`src/rtl/phdiff_pkg.sv`:
```
// Shared types and helpers for the DMTD phase-difference monitor.
package phdiff_pkg;

  typedef enum logic [1:0] {
    IDLE    = 2'd0,
    ACQUIRE = 2'd1,
    LOCKED  = 2'd2,
    FAULT   = 2'd3
  } state_t;

  localparam int SLIP_W = 8;

  // A step is quiet when its magnitude is within tol; the most-negative code is ambiguous.
  function automatic logic is_quiet(input int step, input int pw, input int tol);
    int most_neg;
    most_neg = -(1 << (pw - 1));
    return (step != most_neg) && (step <= tol) && (step >= -tol);
  endfunction

endpackage

```
`src/rtl/phdiff_wrapdiff.sv`:
```
// Modular signed difference a - b of two w-bit wrapped phase words.
module phdiff_wrapdiff #(
  parameter int w = 13
) (
  input  logic        [w-1:0] a,
  input  logic        [w-1:0] b,
  output logic signed [w-1:0] d
);

  assign d = signed'(a - b);

endmodule

```
`src/rtl/phdiff_monitor.sv`:
```
// Periodic sampler, phase unwrap/window average and lock/fault tracking for DMTD phase words.
// Optional PHDIFF_MINMAX_EN adds per-window ph_min/ph_max outputs.
module phdiff_monitor
  import phdiff_pkg::*;
#(
  parameter int dw         = 14,
  parameter int sample_log = 6,
  parameter int avg_log    = 4,
  parameter int tol        = 8,
  parameter int lock_n     = 16
) (
  input  logic              rclk,
  input  logic              rst_n,
  input  logic [dw-2:0]     phdiff,
  input  logic [dw-1:0]     vfreq,
  input  logic              err_in,
  input  logic              clear,
  output logic [dw-2:0]     avg_out,
  output logic              avg_valid,
  output logic [dw-1:0]     vfreq_hold,
  output logic              locked,
  output logic              fault_sticky,
  output logic [SLIP_W-1:0] slips
`ifdef PHDIFF_MINMAX_EN
  ,
  output logic [dw-2:0]     ph_min,
  output logic [dw-2:0]     ph_max
`endif
);

  localparam int PW = dw - 1;
  localparam int SW = PW + avg_log;
  localparam int QW = $clog2(lock_n + 1);

  function automatic logic [SLIP_W-1:0] sat_inc(input logic [SLIP_W-1:0] v);
    return (&v) ? v : v + SLIP_W'(1);
  endfunction

  // Stage 0: free-running sample interval counter
  logic [sample_log-1:0] cnt_p0;
  logic                  tick_p0;
  assign tick_p0 = &cnt_p0;

  logic          vld_p1;
  logic          err_p1;
  logic [PW-1:0] ph_p1;
  logic [dw-1:0] vf_p1;

  always_ff @(posedge rclk or negedge rst_n) begin
    if (!rst_n) begin
      cnt_p0 <= '0;
      vld_p1 <= 1'b0;
    end else begin
      cnt_p0 <= cnt_p0 + sample_log'(1);
      vld_p1 <= tick_p0;
    end
  end

  // Stage 1: registered copies of the tracker words
  always_ff @(posedge rclk) begin
    if (tick_p0) begin
      ph_p1  <= phdiff;
      vf_p1  <= vfreq;
      err_p1 <= err_in;
    end
  end

  logic [PW-1:0]        ph_prev_p2;
  logic [PW-1:0]        base_p2;
  logic signed [SW-1:0] sum_p2;
  logic                 prev_ok_p2;
  logic [avg_log-1:0]   win_cnt_p2;
  state_t               state_p2;
  logic [QW-1:0]        qcnt_p2;

  logic signed [PW-1:0] step_p1;
  logic signed [PW-1:0] rel_raw_p1;
  logic signed [PW-1:0] rel_p1;
  logic signed [SW-1:0] sum_nxt_p1;
  logic [PW-1:0]        base_nxt_p1;
  logic [PW-1:0]        avg_nxt_p1;
  logic                 first_p1, last_p1, quiet_p1, fault_p1, slip_p1;

  phdiff_wrapdiff #(.w(PW)) u_step (.a(ph_p1), .b(ph_prev_p2), .d(step_p1));
  phdiff_wrapdiff #(.w(PW)) u_rel  (.a(ph_p1), .b(base_p2),    .d(rel_raw_p1));

  // Offsets from the window base keep the sum continuous across the phase wrap.
  always_comb begin
    first_p1    = (win_cnt_p2 == '0);
    last_p1     = &win_cnt_p2;
    rel_p1      = first_p1 ? '0 : rel_raw_p1;
    base_nxt_p1 = first_p1 ? ph_p1 : base_p2;
    sum_nxt_p1  = (first_p1 ? '0 : sum_p2) + {{avg_log{rel_p1[PW-1]}}, rel_p1};
    avg_nxt_p1  = base_nxt_p1 + sum_nxt_p1[SW-1:avg_log];
    quiet_p1    = prev_ok_p2 && is_quiet(int'(step_p1), PW, tol);
    fault_p1    = vld_p1 && err_p1;
    slip_p1     = vld_p1 && !err_p1 && (state_p2 == LOCKED) && !quiet_p1;
  end

`ifdef PHDIFF_MINMAX_EN
  logic signed [PW-1:0] rmin_p2, rmax_p2, rmin_nxt_p1, rmax_nxt_p1;

  always_comb begin
    rmin_nxt_p1 = first_p1 ? '0 : ((rel_p1 < rmin_p2) ? rel_p1 : rmin_p2);
    rmax_nxt_p1 = first_p1 ? '0 : ((rel_p1 > rmax_p2) ? rel_p1 : rmax_p2);
  end
`endif

  // Stage 2: window datapath and lock/fault control
  always_ff @(posedge rclk) begin
    if (vld_p1 && !err_p1) begin
      ph_prev_p2 <= ph_p1;
      base_p2    <= base_nxt_p1;
      sum_p2     <= sum_nxt_p1;
`ifdef PHDIFF_MINMAX_EN
      rmin_p2    <= rmin_nxt_p1;
      rmax_p2    <= rmax_nxt_p1;
`endif
    end
  end

  always_ff @(posedge rclk or negedge rst_n) begin
    if (!rst_n) begin
      state_p2     <= IDLE;
      qcnt_p2      <= '0;
      prev_ok_p2   <= 1'b0;
      win_cnt_p2   <= '0;
      locked       <= 1'b0;
      fault_sticky <= 1'b0;
      slips        <= '0;
      avg_valid    <= 1'b0;
      avg_out      <= '0;
      vfreq_hold   <= '0;
`ifdef PHDIFF_MINMAX_EN
      ph_min       <= '0;
      ph_max       <= '0;
`endif
    end else begin
      avg_valid    <= 1'b0;
      fault_sticky <= fault_p1 | (fault_sticky & ~clear);
      slips        <= slip_p1 ? sat_inc(clear ? '0 : slips) : (clear ? '0 : slips);
      if (vld_p1) begin
        if (err_p1) begin
          state_p2   <= FAULT;
          locked     <= 1'b0;
          qcnt_p2    <= '0;
          prev_ok_p2 <= 1'b0;
          win_cnt_p2 <= '0;
        end else begin
          prev_ok_p2 <= 1'b1;
          win_cnt_p2 <= win_cnt_p2 + avg_log'(1);
          if (last_p1) begin
            avg_valid  <= 1'b1;
            avg_out    <= avg_nxt_p1;
            vfreq_hold <= vf_p1;
`ifdef PHDIFF_MINMAX_EN
            ph_min     <= base_nxt_p1 + rmin_nxt_p1;
            ph_max     <= base_nxt_p1 + rmax_nxt_p1;
`endif
          end
          case (state_p2)
            IDLE, FAULT: begin
              state_p2 <= ACQUIRE;
              qcnt_p2  <= '0;
              locked   <= 1'b0;
            end
            ACQUIRE: begin
              if (!quiet_p1) begin
                qcnt_p2 <= '0;
              end else if (qcnt_p2 == QW'(lock_n - 1)) begin
                state_p2 <= LOCKED;
                locked   <= 1'b1;
                qcnt_p2  <= '0;
              end else begin
                qcnt_p2 <= qcnt_p2 + QW'(1);
              end
            end
            LOCKED: begin
              if (!quiet_p1) begin
                state_p2 <= ACQUIRE;
                locked   <= 1'b0;
                qcnt_p2  <= '0;
              end
            end
            default: state_p2 <= IDLE;
          endcase
        end
      end
    end
  end

endmodule
```
`config.mk`:
```
export PLATFORM = sky130hd
export DESIGN_NAME = phdiff_monitor
export DESIGN_NICKNAME = d
export VERILOG_FILES = /design/src/rtl/phdiff_pkg.sv /design/src/rtl/phdiff_wrapdiff.sv /design/src/rtl/phdiff_monitor.sv
export SDC_FILE = /design/constraint.sdc
export NUM_CORES = 1
export LEC_CHECK = 0
export CAP_MARGIN = 25
export CORE_ASPECT_RATIO = 1.5
export CORE_MARGIN = 5
export CORE_UTILIZATION = 40
export DETAILED_ROUTE_END_ITERATION = 10
export GPL_TIMING_DRIVEN = 0
export HOLD_SLACK_MARGIN = 0.02
export SLEW_MARGIN = 20
export SYNTH_ARGS = -nofsm -noshare
export SYNTH_HDL_FRONTEND = slang
export SYNTH_HIERARCHICAL = 1
export SYNTH_SLANG_ARGS = --single-unit
export TNS_END_PERCENT = 30
```
`constraint.sdc`:
```
create_clock -name rclk -period 9.12 [get_ports rclk]
set_clock_uncertainty 0.15 [all_clocks]
set_input_delay 2.28 -clock rclk [delete_from_list [all_inputs] [get_ports rclk]]
set_output_delay 2.28 -clock rclk [all_outputs]
set_load 0.03 [all_outputs]
```
After elaboration in Yosys (flattened, before gate mapping)
Index checks and enable logic that the tools add are counted.

Memory bits (writable): 0. Memories kept: 0. Flip-flop bits (word level): 128. Latch bits: 0. Input bits: 31. Memory bits (read-only): 0. Word-level logic and storage cells: 84.

$mul: 0. Equality and inequality tests: 8. Divide/modulo/power cells: 0. Add/sub/neg operators: 8. Bitwise logic cells: 4. Magnitude comparators: 2. Shift operators: 0. Reductions and logical operators: 18. Multiplexer cells: 26.

Operators with widths (count): $mux 13 (2); $sub 13x13->13 (2); $mux 8 (3); $mux 5 (4); $add 17x17->17 (1); $mux 17 (1); $pmux 5 s3 (1); $add 13x13->13 (1); $ge 13x4->1 const B (1); $le 13x5->1 const B (1); $ne 13x13->1 const B (1); $reduce_and 6->1 (2); $ne 3x3->1 const B (3); $add 8x1->8 const B (1); $mux 1 (8); $mux 2 (4); $reduce_and 4->1 (2); $reduce_and 8->1 (1); $logic_and 1x1->1 (7); $add 6x1->6 const B (1); $pmux 2 s3 (1); $add 5x1->5 const B (1); $eq 5x4->1 const B (1); $add 4x1->4 const B (1); other kinds (12) (15).

Longest topological paths before layout
Gate-level depths: netlist (run 1).

Word-level depth: 8. Gate-level depth with buffers: 26.

Hierarchy
Netlist (run 1), hierarchy kept.

Modules (own cells, without submodules): phdiff_monitor (cells an instance 552, times used 1, seq. area each 3558.4 µm², area an instance 6323.6 µm²); phdiff_wrapdiff (cells an instance 103, times used 2, seq. area each 0.0 µm², area an instance 728.2 µm²).

Worst setup path after synthesis (run 1)
No wires, ideal clock.

Path type: register to register. Start point: register ph_p1[3]. End point: register avg_out[12]. Period minus slack after synthesis: 5.205 ns. Cell stages (with the launch flop): 25. Arrival time: 4.924 ns. Setup slack: 3.915 ns. Buffers on the path: 0. Cell sequence: edfxtp_1 > ha_1 > a21o_1 > a21oi_1 > a21boi_0 > a211oi_1 > nor3_1 > nor2b_1 > ha_1 > and2_1 > a32o_1 > a21oi_1 > a21boi_0 > o21a_1 > o21a_1 > nor2_1 > a2bb2oi_1 > nor2b_1 > xnor2_1 > ha_1 > and3_1 > a211oi_2 > o2bb2ai_1 > xnor2_1 > o21ai_1.

Word-level cells in the longest chain between the ends: 4. Elaborated cells on any way between the ends: 5.

Ends and longest elaborated chain: start, declared (RTL line phdiff_monitor.sv:46) `logic [PW-1:0] ph_p1;`; start signal, assigned (RTL line phdiff_monitor.sv:62) `ph_p1 <= phdiff;`; $sub 13x13->13 (RTL line phdiff_wrapdiff.sv:10) `assign d = signed'(a - b);`; named net rel_raw_p1[7] (RTL line phdiff_monitor.sv:77) `logic signed [PW-1:0] rel_raw_p1;`; $mux 13 (RTL line phdiff_monitor.sv:91) `rel_p1 = first_p1 ? '0 : rel_raw_p1;`; $add 17x17->17 (RTL line phdiff_monitor.sv:93) `sum_nxt_p1 = (first_p1 ? '0 : sum_p2) + {{avg_log{rel_p1[PW-1]}}, rel_p1};`; named net sum_nxt_p1[13] (RTL line phdiff_monitor.sv:79) `logic signed [SW-1:0] sum_nxt_p1;`; $add 13x13->13 (RTL line phdiff_monitor.sv:94) `avg_nxt_p1 = base_nxt_p1 + sum_nxt_p1[SW-1:avg_log];`; end signal, assigned (RTL line phdiff_monitor.sv:154) `avg_out <= avg_nxt_p1;`; end, declared (RTL line phdiff_monitor.sv:18) `output logic [dw-2:0] avg_out,`.

The timed path passes the listed nets, and every way through them passes these cells. A chain may end at the register's enable or synchronous reset.

Final worst setup path (run 1)
Start point: register win_cnt_p2[0]. End point: register avg_out[12].

Word-level cells in the longest chain between the ends: 4. Elaborated cells on any way between the ends: 7.

Ends and longest elaborated chain: start, declared (RTL line phdiff_monitor.sv:72) `logic [avg_log-1:0] win_cnt_p2;`; start signal, assigned (RTL line phdiff_monitor.sv:151) `win_cnt_p2 <= win_cnt_p2 + avg_log'(1);`; $logic_not 4->1 * (RTL line phdiff_monitor.sv:89) `first_p1 = (win_cnt_p2 == '0);`; $mux 17 or $mux 13 (tied branches) (RTL line phdiff_monitor.sv:93, phdiff_monitor.sv:91); $add 17x17->17 * (RTL line phdiff_monitor.sv:93); named net sum_nxt_p1[13] (RTL line phdiff_monitor.sv:79); $add 13x13->13 * (RTL line phdiff_monitor.sv:94).

The timed path passes the listed nets; every way through them passes the cells marked *.

==> out/qor.yml, run 1 <==
setup_path:
  setup.worst_path.start_class: "flop"
  cp.required_ns: 9.27
  worstPathMaxFanout: 10
  cpPeakStageDelay_ns: 0.57
  crit_family: "compound AO/OA/AOI/OAI gates"
  cp_common_cell: "ha_1"
  crit_type: "reg -> reg"
  path_cells: "inv_1, ha_1, nor3b_4, clkbuf_1, clkbuf_1, nor2b_1, ha_1, and4_1, a32o_1, a21oi_1, a21boi_0, o21a_1, o21a_1, nor2_1, a2bb2oi_1, nor2b_1, xnor2_1, ha_1, and3_1, a211oi_2, o2bb2ai_1, xnor2_1, o21ai_1"
  crit_slowest_cell: "clkbuf_1"
  reg2reg_slack_ns: 2.97
  critPathBufInv: 3
  cp.arrival_ns: 6.29
  endpoint_kind: "flop"
routing:
  avgViaCountPerCell: 5.14
  vias: 5737
  drt_iter0_markers: 204
  routedWlPerCell_um: 15.0
  ant_nets: 0
  dr.pass1.iters: 4
  drt_wl_total_mm: 16.8
  drc: 0
layout:
  final_nets: 939
  drive_above_1_share_pct: 9.41
  final_common_cell: "nand2_1"
  syn2layout_area_growth_pct: 21.5
  fillers: 1834
  antennaDiodeCount: 0
  final_cell_mix: "82 x nand2_1, 71 x edfxtp_1, 66 x clkdlybuf4s50_1"
clock_tree:
  cts_made_buffers: 17
  h-tree-depth: 4
  postCtsHoldBufs: 0
  post-cts-setup-buffer-count: 0
  cts_tree: "yes"
  clk_pin_slew_worst_paths_ns: 0.06
  cts_sinks: 128
  root_buffer: "clkbuf_16"
  ctsResizeCount: 0
  clockBufferDepth: 2
  clk_latency_ns: 0.43
job:
  drv_cap: 0
global_routing:
  grt_overflow: 0
  grt_pass1_vias: 5958
  grt_max_degree: 54
  grtUsageTotal_pct: 16.0
  grt_pass1_wl_mm: 28.4
  antenna_found_initial: 0
yosys:
  synth_top_family_by_area: "simple AND/OR/NAND/NOR gates"
  post_synth_num_cell_types: 71
  postSynthAreaPerCell_um2: 10.3
  synth_ff_type: "edfxtp_1"
  synthMuxAreaShare_pct: 3.20
  synth-seq-cells: 128
  synth_fp_nets: 849
  mappedNetlistArea_um2: 7780
  synth-edff-count: 71
  yosys_warnings: 6
  synth_xor_area_share_pct: 4.50
  async_reset_ff_share_pct: 44.5
  yosysSeqAreaShare_pct: 45.7
  netlist_instances: 758
  synth-compound-area-share_pct: 14.7
  synthSimpleGateAreaFrac_pct: 18.3
  synthAdderAreaFrac_pct: 10.0
power_and_ir_drop:
  ir_worst_vdd_mv: 0.103
  p_leak_uw: 0.00402
  total_power_uw: 1330
  power.density_nw_per_um2: 141
sta:
  slew_viol_final: 0
  timing.final.ws_setup_ns: 2.97
  hold_slack_ns: 0.286
  hold_viol: 0
  slew_headroom_pct: 55.2
  fmax_mhz: 163
  fin_crit_ns: 6.15
  setup_viol: 0
  worst_pin_slew_ns: 0.672
  rsz0062_at_grt: "no"
  finalSetupTns_ns: 0
  post-route-period-util_pct: 67.4
floorplanning:
  die_width_um: 124
  die_h_um: 181
  num_io_pins: 69
  start_util_pct: 40.6
  rows: 62
  die_area_um2: 22400
  core_um2: 19200
placed_design:
  routabilityCongestion: 0.878
  pre_cts_ws_ns: 2.87
  numPortBuffers: 67
  dp_hpwl_mm: 12.7
worst_hold_path:
  hold_class: "reg -> reg"
status:
  outcome: "finished, final reports clean"
-- synthesized netlist by cell type, types with 14 or more instances --
cell type | count | area share [%]
nor2_1 | 40 | 1.9
nor2b_1 | 37 | 3.0
o21a_1 | 14 | 1.4
nand3_1 | 17 | 1.1
xnor2_1 | 27 | 3.0
dfrtp_1 | 57 | 18
nand2_1 | 82 | 4.0
ha_1 | 56 | 9.0
a21oi_1 | 38 | 2.4
nor3_1 | 25 | 1.6
o21ai_0 | 35 | 2.3
edfxtp_1 | 71 | 27
inv_1 | 54 | 2.6
-- registers in the layout, summed over array words and instances, names as in the netlist, 4 cells and up --
name,flops
avg_out,13
base_p2,13
cnt_p0,6
ph_p1,13
ph_prev_p2,13
qcnt_p2,5
slips,8
sum_p2,17
vf_p1,14
vfreq_hold,14
win_cnt_p2,4
-- stage by stage --
step	instance area, µm²	utilization [%]	std cells
2_1_floorplan	7780	-	758
3_3_place_gp	8770	45.8	1081
5_1_grt	9450	49.3	1117
3_5_place_dp	8850	46.2	1084
4_1_cts	9450	49.3	1116
6_report	9450	49.3	1117
-- final timing paths --
path / from / endpoint / cells past startpoint
max: win_cnt_p2[0]$_DFFE_PN0P_ / avg_out[12]$_DFFE_PN0P_ / 23
min: vf_p1[13]$_DFFE_PP_ / vfreq_hold[13]$_DFFE_PN0P_ / 2
max reg2reg: win_cnt_p2[0]$_DFFE_PN0P_ / avg_out[12]$_DFFE_PN0P_ / 23
min reg2reg: vf_p1[13]$_DFFE_PP_ / vfreq_hold[13]$_DFFE_PN0P_ / 2
max in group asynchronous: rst_n / vfreq_hold[12]$_DFFE_PN0P_ / 2
min in group asynchronous: rst_n / slips[3]$_DFF_PN0_ / 1
-- routing by layer --
layer	global-route usage, %	vias up	wire [µm]
met5	0	-	0
met4	5.23	0	220
met3	4.29	20	658
met2	28.5	82	8830
met1	18.1	2730	7070
li1	-	2905	-
-- worst reg2reg max path: cells and delay by family, from the launching register on --
family          cells  cell delay (ns)
compound gates      9             1.90
simple gates        6             1.28
xor+xnor            2             0.31
flops               1             0.38
buf+inv             3             1.13
fa+ha+maj           3             0.86
-- cell type report --
class / count / area [µm²] / area share [%]
Clock inverter: 14 / 168 / 1.77
Sequential cell: 128 / 3560 / 37.6
Tap cell: 256 / 320 / 3.39
Multi-Input combinational cell: 557 / 3950 / 41.7
Buffer: 16 / 62.6 / 0.662
Timing Repair Buffer: 71 / 756 / 7.99
Inverter: 57 / 215 / 2.28
Clock buffer: 18 / 429 / 4.54
-- logic make-up after synthesis --
group | Yosys count
flops | 128
buf+inv | 73
mux | 22
compound gates | 162
fa+ha+maj | 60
simple gates | 273
xor+xnor | 40
-- where the power goes --
part,internal (µW),total (µW),switching (µW)
sequential,608,608,0.00000000000000947
combinational,12.0,19.1,7.04
clock,414,703,289
(Power assumes the default switching activity.)
==> run 2, diff against run 1 <==
==> constraint.sdc (replaced) <==
create_clock -name rclk -period 6.4 [get_ports rclk]
set_clock_uncertainty 0.15 [all_clocks]
set_input_delay 1.6 -clock rclk [delete_from_list [all_inputs] [get_ports rclk]]
set_output_delay 1.6 -clock rclk [all_outputs]
set_load 0.03 [all_outputs]
==> run 2 against run 1 <==
Total power grew 42%; register-to-register slack lost 2.4 ns; clock power grew 42%; global-route usage is the same; sequential cell count is the same; worst hold slack is essentially flat; via count shrank 0.17%; fmax grew 5.8%; clock-buffer cell count is the same.
==> out/qor.yml, run 2 (synthesis gave the netlist of run 1 again) <==
power_and_ir_drop:
  power_frac_comb_pct: 1.4
  power_switching_uw: 421
  swShare_pct: 22.2
  p_leak_uw: 0.00402
  power.share.sequential_pct: 45.8
  power.density_nw_per_um2: 200
  clkPwrFrac_pct: 52.8
  ir_worst_vdd_mv: 0.147
  power.internal_uw: 1470
sta:
  fmax_mhz: 172
  worst_pin_slew_ns: 0.647
  rsz0062_at_grt: "no"
  setup_viol: 0
  finalSetupTns_ns: 0
  hold_viol: 0
  slew_headroom_pct: 56.3
  timing.final.ws_setup_ns: 0.593
  post-route-period-util_pct: 90.7
  fin_crit_ns: 5.81
  slew_viol_final: 0
layout:
  drive_above_1_share_pct: 9.65
  multi_input_area_um2: 3950
  syn2layout_area_growth_pct: 21.5
  final_cell_mix: "82 x nand2_1, 71 x edfxtp_1, 66 x clkdlybuf4s50_1"
  fin_area_um2: 9460
  fillers: 1836
  antennaDiodeCount: 0
  final_nets: 938
  final_common_cell: "nand2_1"
  top_regs: "sum_p2 (17), vf_p1 (14), vfreq_hold (14)"
  instances_no_fill: 1116
  top_register: "sum_p2"
  largest_reg_flops: 17
  seqCellArea_um2: 3560
global_routing:
  gr-usage-met2_pct: 28.5
  grt_max_degree: 54
  grtUsageTotal_pct: 16.0
  antenna_found_initial: 0
  grt_pass1_wl_mm: 28.4
  grt_overflow: 0
  grt_pass1_vias: 5958
  grt.busiest_layer: "met2"
  globalRouteMet3Util_pct: 4.29
  use_met1_pct: 18.1
clock_tree:
  h-tree-depth: 4
  clk_pin_slew_worst_paths_ns: 0.06
  root_buffer: "clkbuf_16"
  cts_tree: "yes"
  cts_made_buffers: 17
  clockBufferDepth: 2
  cts_sinks: 128
  clk_latency_ns: 0.42
routing:
  vias: 5727
  ant_nets: 0
  drt_iter0_markers: 189
  routedWlPerCell_um: 15.0
  drt_wl_total_mm: 16.7
  dr.pass1.iters: 4
  drc: 0
  avgViaCountPerCell: 5.13
setup_path:
  cp_common_cell: "ha_1"
  crit_family: "compound AO/OA/AOI/OAI gates"
  cpPeakStageDelay_ns: 0.46
  crit_type: "reg -> reg"
  endpoint_kind: "flop"
  crit_slowest_cell: "edfxtp_1"
  setup.worst_path.start_class: "flop"
  reg2reg_slack_ns: 0.59
  r2r_end: "avg_out[12]$_DFFE_PN0P_"
  cp.arrival_ns: 5.95
  worstPathMaxFanout: 6
  critPathBufInv: 0
  critical_path_cell_count: 24
  cp.required_ns: 6.55
  reg2regPathDepth: 24
  r2r_start: "ph_p1[3]$_DFFE_PP_"
  path_cells: "ha_1, a21o_1, a21oi_1, a21boi_1, a211oi_1, nor3_1, nor2b_1, ha_1, and2_1, a32o_1, a21oi_2, a21boi_0, o21a_1, o21a_1, nor2_1, a2bb2oi_1, nor2b_1, xnor2_1, ha_1, and3_1, a211oi_2, o2bb2ai_1, xnor2_1, o21ai_1"
  startpoint: "ph_p1[3]$_DFFE_PP_"
floorplanning:
  core_um2: 19200
  die_area_um2: 22400
  die_width_um: 124
  rows: 62
  die_h_um: 181
  start_util_pct: 40.6
  num_io_pins: 69
worst_hold_path:
  hold_end: "vfreq_hold[13]$_DFFE_PN0P_"
  hold_class: "reg -> reg"
  hold_path_startpoint: "vf_p1[13]$_DFFE_PP_"
  hold_path_depth: 2
job:
  drv_cap: 0
placed_design:
  routabilityCongestion: 0.878
  dpl.cell_count: 1084
  pre_cts_ws_ns: 0.148
  dp_hpwl_mm: 12.7
  numPortBuffers: 67
  placed_cell_area_um2: 8850
status:
  outcome: "finished, final reports clean"
==> run 2: worst max-delay path by stage <==
stage	endpoint	slack [ns]
after floorplan	avg_out[12]$_DFFE_PN0P_	1.19
after global placement	avg_out[12]$_DFFE_PN0P_	0.15
after detailed placement	avg_out[12]$_DFFE_PN0P_	0.15
after CTS	avg_out[12]$_DFFE_PN0P_	0.11
after global routing	avg_out[12]$_DFFE_PN0P_	0.1
final	avg_out[12]$_DFFE_PN0P_	0.59
==> run 2: final cells by class <==
| type | count | share of cell area, % |
|---|---|---|
| Buffer | 15 | 0.635 |
| Tap cell | 256 | 3.39 |
| Timing Repair Buffer | 71 | 7.99 |
| Inverter | 57 | 2.28 |
| Clock buffer | 18 | 4.54 |
| Multi-Input combinational cell | 557 | 41.8 |
| Sequential cell | 128 | 37.6 |
| Clock inverter | 14 | 1.77 |
==> run 2: metrics by stage <==
stage               hold WS, ns  total power (µW)  util, %
CTS                       0.292              1920     49.3
floorplan                 0.265               884        -
global placement          0.267               910     45.8
detailed placement        0.282               912     46.2
global route              0.306              1960     49.3
finish                    0.286              1890     49.3
==> run 2: metal layers <==
metal,share of wire (%),vias up
met1,43,2730
li1,-,2902
met5,0,-
met3,3.8,21
met2,52,74
met4,1.5,0
==> run 2: what timing repair did <==
action	4_1_cts	5_1_grt
endpoints found under the setup margin	0	3
hold buffers	0	0
setup buffers	0	0
gates resized for setup	0	4
==> run 2: power groups by stage <==
stage               registers (µW)  logic (µW)  clock network, µW
global placement               884        26.1                  0
detailed placement             883        28.3                  0
floorplan                      884       0.865                  0
CTS                            867        28.3               1020
global route                   866        30.4               1070
finish                         867        27.2               1000
==> run 2: worst reg2reg max path: stages, from the launching register on <==
cell	delay, ns
edfxtp_1	0.46
ha_1	0.40
a21o_1	0.21
a21oi_1	0.21
a21boi_1	0.16
a211oi_1	0.27
nor3_1	0.07
nor2b_1	0.15
ha_1	0.36
and2_1	0.22
a32o_1	0.28
a21oi_2	0.22
a21boi_0	0.17
o21a_1	0.22
o21a_1	0.16
nor2_1	0.16
a2bb2oi_1	0.25
nor2b_1	0.19
xnor2_1	0.16
ha_1	0.33
and3_1	0.18
a211oi_2	0.31
o2bb2ai_1	0.18
xnor2_1	0.15
o21ai_1	0.07
==> run 3, diff against run 2 <==
--- a/config.mk
+++ b/config.mk
@@ -12,6 +12,7 @@
 export DETAILED_ROUTE_END_ITERATION = 10
 export GPL_TIMING_DRIVEN = 0
 export HOLD_SLACK_MARGIN = 0.02
+export SKIP_CTS_REPAIR_TIMING = 1
 export SLEW_MARGIN = 20
 export SYNTH_ARGS = -nofsm -noshare
 export SYNTH_HDL_FRONTEND = slang
==> results of run 3 <==
No change in the layout: final DEF, timing and power equal those of run 2.
